`config.mk`:
```
export PLATFORM = sky130hd
export DESIGN_NAME = alu_pipe
export DESIGN_NICKNAME = d
export VERILOG_FILES = /design/src/rtl/alu_pipe.sv
export SDC_FILE = /design/constraint.sdc
export NUM_CORES = 1
export LEC_CHECK = 0
export BUFFER_PORTS_ARGS = -buffer_cell sky130_fd_sc_hd__buf_2
export CAP_MARGIN = 20
export CORE_AREA = 2 2 80 82
export CTS_CLUSTER_SIZE = 25
export DETAILED_ROUTE_END_ITERATION = 6
export DIE_AREA = 0 0 82 84
export MAX_ROUTING_LAYER = met4
export PLACE_DENSITY = 0.8
export REMOVE_ABC_BUFFERS = 1
export SETUP_SLACK_MARGIN = 0.15
export SYNTH_ARGS = -nofsm -noshare
export SYNTH_HDL_FRONTEND = slang
export SYNTH_SLANG_ARGS = --single-unit
```
`constraint.sdc`:
```
create_clock -name clk -period 8.25 [get_ports clk]
set_clock_uncertainty 0.05 [all_clocks]
set_input_delay 0.825 -clock clk [delete_from_list [all_inputs] [get_ports clk]]
set_output_delay 0.825 -clock clk [all_outputs]
set_load 0.005 [all_outputs]
```
`src/rtl/alu_pipe.sv`:
```
// Pipelined ALU with valid/ready handshake. Latency 1 (shifts by n > 0: n+1, one bit per cycle).
// Backpressure: a result is held until taken; in_ready is low while it is held or a shift runs.
module alu_pipe #(
   parameter int WIDTH = 8
) (
   input  logic             clk,
   input  logic             rst_n,
   input  logic             in_valid,
   output logic             in_ready,
   input  logic [WIDTH-1:0] a,
   input  logic [WIDTH-1:0] b,
   input  logic [3:0]       sel,
   output logic             out_valid,
   input  logic             out_ready,
   output logic [WIDTH-1:0] y,
   output logic             cout,
   output logic             zero,
   output logic             neg,
   output logic             ovf,
   output logic             busy
);
   localparam int SHW = $clog2(WIDTH);
   localparam int MSB = WIDTH - 1;

   localparam logic [0:0] IDLE  = 1'b0;
   localparam logic [0:0] SHIFT = 1'b1;

   logic [0:0]       state;
   logic             c_flag;
   logic [WIDTH-1:0] shreg;
   logic [SHW-1:0]   cnt;
   logic             shdir;

   logic             accept;
   logic             arith, is_sub, cin, start_shift;
   logic [WIDTH:0]   addend, sum;
   logic [WIDTH-1:0] ny, fv;
   logic             ncout, novf;
   logic [WIDTH-1:0] sh_next;
   logic             sh_out;

   assign in_ready = (state == IDLE) && (!out_valid || out_ready);
   assign accept   = in_valid && in_ready;
   assign busy     = (state == SHIFT);

   always_comb begin
      arith       = 1'b0;
      is_sub      = 1'b0;
      cin         = 1'b0;
      start_shift = 1'b0;
      addend      = {1'b0, b};
      ny          = '0;
      ncout       = 1'b0;
      novf        = 1'b0;
      case (sel)
         4'h0: arith = 1'b1;
         4'h1: begin arith = 1'b1; is_sub = 1'b1; end
         4'h2: ny = a & b;
         4'h3: ny = a | b;
         4'h4: ny = a ^ b;
         4'h5: ny = ~a;
         4'h6: begin arith = 1'b1; addend = (WIDTH+1)'(1); end
         4'h7: begin arith = 1'b1; is_sub = 1'b1; addend = (WIDTH+1)'(1); end
         4'h8, 4'h9: begin
            if (b[SHW-1:0] == '0) ny = a;
            else                  start_shift = 1'b1;
         end
         4'hA: begin arith = 1'b1; cin = c_flag; end
         4'hB: begin arith = 1'b1; is_sub = 1'b1; cin = c_flag; end
         4'hC: begin arith = 1'b1; is_sub = 1'b1; end
         4'hD: ny = b;
         default: ny = '0;
      endcase

      // Bit WIDTH of the extended result is the carry for adds and the borrow for subtracts.
      if (is_sub) sum = {1'b0, a} - addend - {{WIDTH{1'b0}}, cin};
      else        sum = {1'b0, a} + addend + {{WIDTH{1'b0}}, cin};

      if (arith) begin
         ny    = sum[WIDTH-1:0];
         ncout = sum[WIDTH];
         if (is_sub) novf = (a[MSB] != addend[MSB]) && (sum[MSB] != a[MSB]);
         else        novf = (a[MSB] == addend[MSB]) && (sum[MSB] != a[MSB]);
      end

      // CMP reports flags of the difference but passes A through.
      fv = ny;
      if (sel == 4'hC) ny = a;
   end

   assign sh_next = shdir ? (shreg >> 1) : (shreg << 1);
   assign sh_out  = shdir ? shreg[0] : shreg[MSB];

   always_ff @(posedge clk or negedge rst_n) begin
      if (!rst_n) begin
         state     <= IDLE;
         out_valid <= 1'b0;
         y         <= '0;
         cout      <= 1'b0;
         zero      <= 1'b0;
         neg       <= 1'b0;
         ovf       <= 1'b0;
         c_flag    <= 1'b0;
         shreg     <= '0;
         cnt       <= '0;
         shdir     <= 1'b0;
      end else begin
         if (out_valid && out_ready) out_valid <= 1'b0;
         if (accept) begin
            if (start_shift) begin
               state <= SHIFT;
               shreg <= a;
               cnt   <= b[SHW-1:0];
               shdir <= sel[0];
            end else begin
               y         <= ny;
               cout      <= ncout;
               zero      <= (fv == '0);
               neg       <= fv[MSB];
               ovf       <= novf;
               c_flag    <= ncout;
               out_valid <= 1'b1;
            end
         end else if (state == SHIFT) begin
            shreg <= sh_next;
            cnt   <= cnt - 1'b1;
            if (cnt == SHW'(1)) begin
               state     <= IDLE;
               y         <= sh_next;
               cout      <= sh_out;
               zero      <= (sh_next == '0);
               neg       <= sh_next[MSB];
               ovf       <= 1'b0;
               c_flag    <= sh_out;
               out_valid <= 1'b1;
            end
         end
      end
   end
endmodule

```
==> results of run 1 <==
metal layers:
| layer | wire length, um | GRT usage |
|---|---|---|
| met2 | 4440 | 0.460 |
| met3 | 602 | 0.0141 |
| met4 | 131 | 0.0879 |
| met5 | 0 | - |
| met1 | 3940 | 0.372 |
kinds of logic after synthesis:
| family | synth area share |
|---|---|
| AO/OA/AOI/OAI | 0.287 |
| XOR/XNOR | 0.0240 |
| adder cells (fa/ha/maj) | 0.173 |
| buffers and inverters | 0.0767 |
| flip-flops | 0.198 |
| multiplexers | 0.0313 |
| AND/OR/NAND/NOR | 0.209 |
per-stage QoR:
step	std cells	area [sq um]	utilization	total power [mW]	setup WS, ns
2_1_floorplan	402	3180	-	0.498	4.37
3_3_place_gp	517	3470	0.569	0.616	3.66
3_5_place_dp	518	3480	0.571	0.637	3.56
4_1_cts	522	3550	0.582	0.745	3.85
5_1_grt	522	3550	0.582	0.811	3.46
6_report	522	3550	0.582	0.749	3.77
power groups by stage:
stage / Sequential [mW] / Combinational, mW / Clock, mW
6_report: 0.244 / 0.398 / 0.107
5_1_grt: 0.251 / 0.448 / 0.112
4_1_cts: 0.243 / 0.394 / 0.107
3_5_place_dp: 0.245 / 0.392 / 0
3_3_place_gp: 0.242 / 0.373 / 0
2_1_floorplan: 0.233 / 0.265 / 0
cell usage after synthesis, drive strengths merged (3+ instances only):
library cell	number	area (sq um)
a21o	4	30.0
a22o	5	43.8
o211ai	7	52.6
a22oi	7	52.6
xnor2	5	43.8
a21oi	30	154
nand2	35	131
o22ai	7	43.8
a221oi	5	43.8
nand2b	15	93.8
a211oi	7	52.6
mux2i	8	80.1
nor2	33	140
nor2b	9	56.3
fa	4	80.1
inv	41	154
clkbuf	15	56.3
o221ai	3	26.3
dfrtp	26	651
and3	3	20.0
o21ai	36	180
buf	6	41.3
a31oi	4	25.0
o21bai	3	22.5
nor3	10	60.1
and2	4	25.0
xor2	4	35.0
ha	39	488
o21a	3	22.5
nand3	9	45.0
how the worst max path moves through the flow:
stage	cells past startpoint	to	startpoint	slack, ns
floorplan	12	zero$_DFFE_PN0P_	sel[2]	4.37
global placement	13	zero$_DFFE_PN0P_	sel[2]	3.66
detailed placement	13	zero$_DFFE_PN0P_	sel[2]	3.56
CTS	13	zero$_DFFE_PN0P_	sel[2]	3.85
global route	14	zero$_DFFE_PN0P_	sel[2]	3.46
finish	13	zero$_DFFE_PN0P_	sel[2]	3.77
critical path: stages:
cell and delay, ns:
buf_2 0.27, nor2b_1 0.81, a21oi_1 0.22, ha_1 0.40, inv_1 0.08, ha_1 0.38
o211a_1 0.16, a211oi_1 0.22, o21bai_1 0.10, xor2_1 0.14, o221a_2 0.28, or4_1 0.53
o31ai_2 0.19
area by class of cell:
cell class / count / area (sq um) / area share
multi-input combinational: 335 / 2380 / 0.669
sequential: 26 / 651 / 0.183
timing repair buffer: 39 / 201 / 0.0568
inverter: 41 / 154 / 0.0434
tap: 77 / 96.3 / 0.0271
clock buffer: 3 / 41.3 / 0.0116
clock inverter: 1 / 30.0 / 0.00846
==> flow_summary.ini, run 1 <==
[outcome]
status = finished clean

[floorplanning]
initial_core_util = 0.538
core_area_sq_um = 6100
rows = 29
fp.dieH_um = 84
die_area_sq_um = 6890
num_io_pins = 39
die_x_um = 82

[setup_path]
startpoint_type = primary input
critPathArrivalTime_ns = 4.62
crit-reg2reg-launch = c_flag$_DFFE_PN0P_
r2r_cells = 12
cp_max_fo = 20
r2r-end = zero$_DFFE_PN0P_
required_ns = 8.39
rrSetupSlack_ns = 4.97
endpoint_kind = flip-flop
criticalPathCategory = primary input to flip-flop

[clock_tree]
cts.repair.resized = 0
clockRootBuffer = clkbuf_8
numCtsBuffers = 3
clkSinkCount = 26
ctsHoldBuffers = 0
cts_tree = done
cts_htree_levels = 1
cts.clk_slew.worst_paths_ns = 0.09
insertion_delay_ns = 0.28
clockBufferDepth = 2
cts_setup_buffers = 0

[place]
gp_routability_congestion = 1.04
dpl.hpwl_um = 7150
port_buffers = 38

[route]
drt_iter0_markers = 236
viasPerCell = 6.31
drc = 0
wl_um = 9110
avgRoutedWirePerCell_um = 17.4
num_vias = 3295
dr.pass1.iters = 5
drtAntennaViolNets = 0

[global_route]
grt_overflow = 0
grt.total_usage = 0.282
grt_pass1_vias = 3111
grt_start_max_net_pins = 27
antenna_found_initial = 0
grt_pass1_wl_um = 15000

[synthesis]
ys_async_sr_fraction = 1.00
postSynthCellCount = 423
ys_ff_latch = 26
yosysUniqueCellTypes = 65
synth_top_flop_cell = dfrtp_1
yosys_warnings = 0
synth-edff-count = 0
syn_area_per_cell_sq_um = 7.75
syn_area_sq_um = 3280
yosysSeqAreaShare = 0.198

[timing]
finalCritPeriodShare = 0.543
hold_viol_final = 0
slew_viol_final = 0
fmax_ghz = 0.223
setup_viol = 0
fin_setup_tns_ns = 0
whs_ns = 0.429
slew_headroom = 0.365
tightest_slew_ns = 0.951
post-route-min-period_ns = 4.48
rsz0062_at_grt = no

[finish]
fillers = 564
layout_common_cells = 41 x inv_1, 39 x ha_1, 38 x buf_2
diodes = 0
drive_gt1_frac = 0.126
layout_commonest_cell = inv_1
top_regs = shreg x8, y x8, cnt x3
syn_to_final_growth_pct = 8.28
fin_nets = 513

[hold_path]
min_from = y[3]$_DFFE_PN0P_
worstHoldPathCells = 2
min_path_type = flip-flop to flip-flop
whs_endpoint = y[3]$_DFFE_PN0P_

[pwr]
p_leak_nw = 1.70
p_int_mw = 0.423
power.switching_mw = 0.326
pwr-share-clk = 0.143
irDropWorstVdd_v = 0.000169
switching_share = 0.435
pwr-share-comb = 0.531
seqPwrFrac = 0.326
p_per_area_nw_per_um2 = 211

[job]
max-cap-violations = 0
No activity file was read; power rests on OpenSTA's default activity.
==> run 2, diff against run 1 <==
==> constraint.sdc (replaced) <==
create_clock -name clk -period 4.5 [get_ports clk]
set_clock_uncertainty 0.05 [all_clocks]
set_input_delay 0.45 -clock clk [delete_from_list [all_inputs] [get_ports clk]]
set_output_delay 0.45 -clock clk [all_outputs]
set_load 0.005 [all_outputs]
==> flow_summary.ini, run 2 (synthesis results as in run 1) <==
[clock_tree]
cts_setup_buffers = 0
clkSinkCount = 26
clockRootBuffer = clkbuf_8
cts.repair.resized = 0
insertion_delay_ns = 0.28
cts.clk_slew.worst_paths_ns = 0.10
cts_htree_levels = 1
clockBufferDepth = 2
cts_tree = done
ctsHoldBuffers = 0
numCtsBuffers = 3

[route]
viasPerCell = 6.36
drtAntennaViolNets = 0
dr.pass1.iters = 5
wl_um = 9610
drt_iter0_markers = 192
num_vias = 3332
avgRoutedWirePerCell_um = 18.3
drc = 0

[timing]
tightest_slew_ns = 0.777
fin_setup_tns_ns = 0
post-route-min-period_ns = 3.74
finalCritPeriodShare = 0.831
fmax_ghz = 0.267
rsz0062_at_grt = no
slew_headroom = 0.482
hold_viol_final = 0
slew_viol_final = 0
setup_viol = 0
worst_slack_ns = 0.760

[finish]
layout_common_cells = 41 x inv_1, 39 x ha_1, 38 x buf_2
fin_nets = 515
top_regs = shreg x8, y x8, cnt x3
fin_util = 0.582
drive_gt1_frac = 0.130
seq_area_sq_um = 651
multi_input_area_sq_um = 2380
diodes = 0
layout_commonest_cell = inv_1
fillers = 573
syn_to_final_growth_pct = 8.24

[global_route]
grt_pass1_wl_um = 15400
grt_pass1_vias = 3160
grt.total_usage = 0.292
antenna_found_initial = 0
grt_overflow = 0
grt_start_max_net_pins = 27

[pwr]
irDropWorstVdd_v = 0.000337
p_leak_nw = 1.70
p_per_area_nw_per_um2 = 380

[place]
port_buffers = 38
dpl.hpwl_um = 7510
pre_cts_slack_ns = 0.547
gp_routability_congestion = 0.929

[outcome]
status = finished clean

[setup_path]
r2r_cells = 12
critPathMaxStageDelay_ns = 0.53
slowest_stage = or4_1
startpoint_type = primary input
path_cells = buf_2 -> inv_1 -> nor2_1 -> nand3_1 -> inv_1 -> fa_1 -> ha_1 -> o211a_1 -> a211oi_1 -> o21bai_1 -> xor2_1 -> o221a_2 -> or4_1 -> o31ai_2
criticalPathCategory = primary input to flip-flop
path_common_cell = inv_1
cp_max_fo = 17
required_ns = 4.65
endpoint_kind = flip-flop
critPathArrivalTime_ns = 3.89

[floorplanning]
num_io_pins = 39
rows = 29
fp.dieH_um = 84
die_area_sq_um = 6890
initial_core_util = 0.538
core_area_sq_um = 6100
die_x_um = 82

[job]
max-cap-violations = 0

[hold_path]
min_path_type = primary input to async pin
==> run 2: layer usage <==
layer,track usage,part of all wire,vias to the layer above
li1,-,-,1563
met1,0.367,0.40,1538
met2,0.479,0.48,200
met3,0.0281,0.086,31
met4,0.106,0.029,0
met5,-,0,-
==> run 2: cell type report <==
cell class,count,area share
Multi-Input combinational cell,335,0.670
Sequential cell,26,0.183
Timing Repair Buffer,41,0.0610
Inverter,41,0.0434
Tap cell,77,0.0272
Clock buffer,4,0.0155
==> run 2: critical path, delay by kind of cell <==
family                   cells  cell delay, ns
AO/OA/AOI/OAI                5            1.08
AND/OR/NAND/NOR              3            0.81
buffers and inverters        3            0.71
XOR/XNOR                     1            0.15
adder cells (fa/ha/maj)      2            0.69
==> run 2: path summary, 6_finish.rpt <==
check / from / slack [ns] / end
setup reg to reg: c_flag$_DFFE_PN0P_ / 1.16 / zero$_DFFE_PN0P_
setup / recovery: sel[3] / 0.76 / zero$_DFFE_PN0P_
hold / removal: rst_n / 0.11 / shreg[0]$_DFFE_PN0P_
min in group clk: out_ready / 0.40 / out_valid$_DFF_PN0_
max in group asynchronous: rst_n / 3.91 / shreg[3]$_DFFE_PN0P_
hold reg to reg: y[3]$_DFFE_PN0P_ / 0.45 / y[3]$_DFFE_PN0P_
==> run 2: power breakdown <==
part           total, mW  internal (mW)  switching [mW]
combinational      0.741          0.316           0.424
sequential         0.452          0.344           0.108
clock              0.158         0.0785          0.0791
total               1.35          0.739           0.611
==> run 2: metrics by stage <==
step,power [mW],hold WS (ns),area [sq um],cells
after detailed placement,1.18,0.431,3490,520
after global placement,1.14,0.411,3480,519
after CTS,1.33,0.130,3550,524
after global routing,1.46,0.155,3550,524
after floorplan,0.913,0.104,3180,402
final,1.35,0.105,3550,524
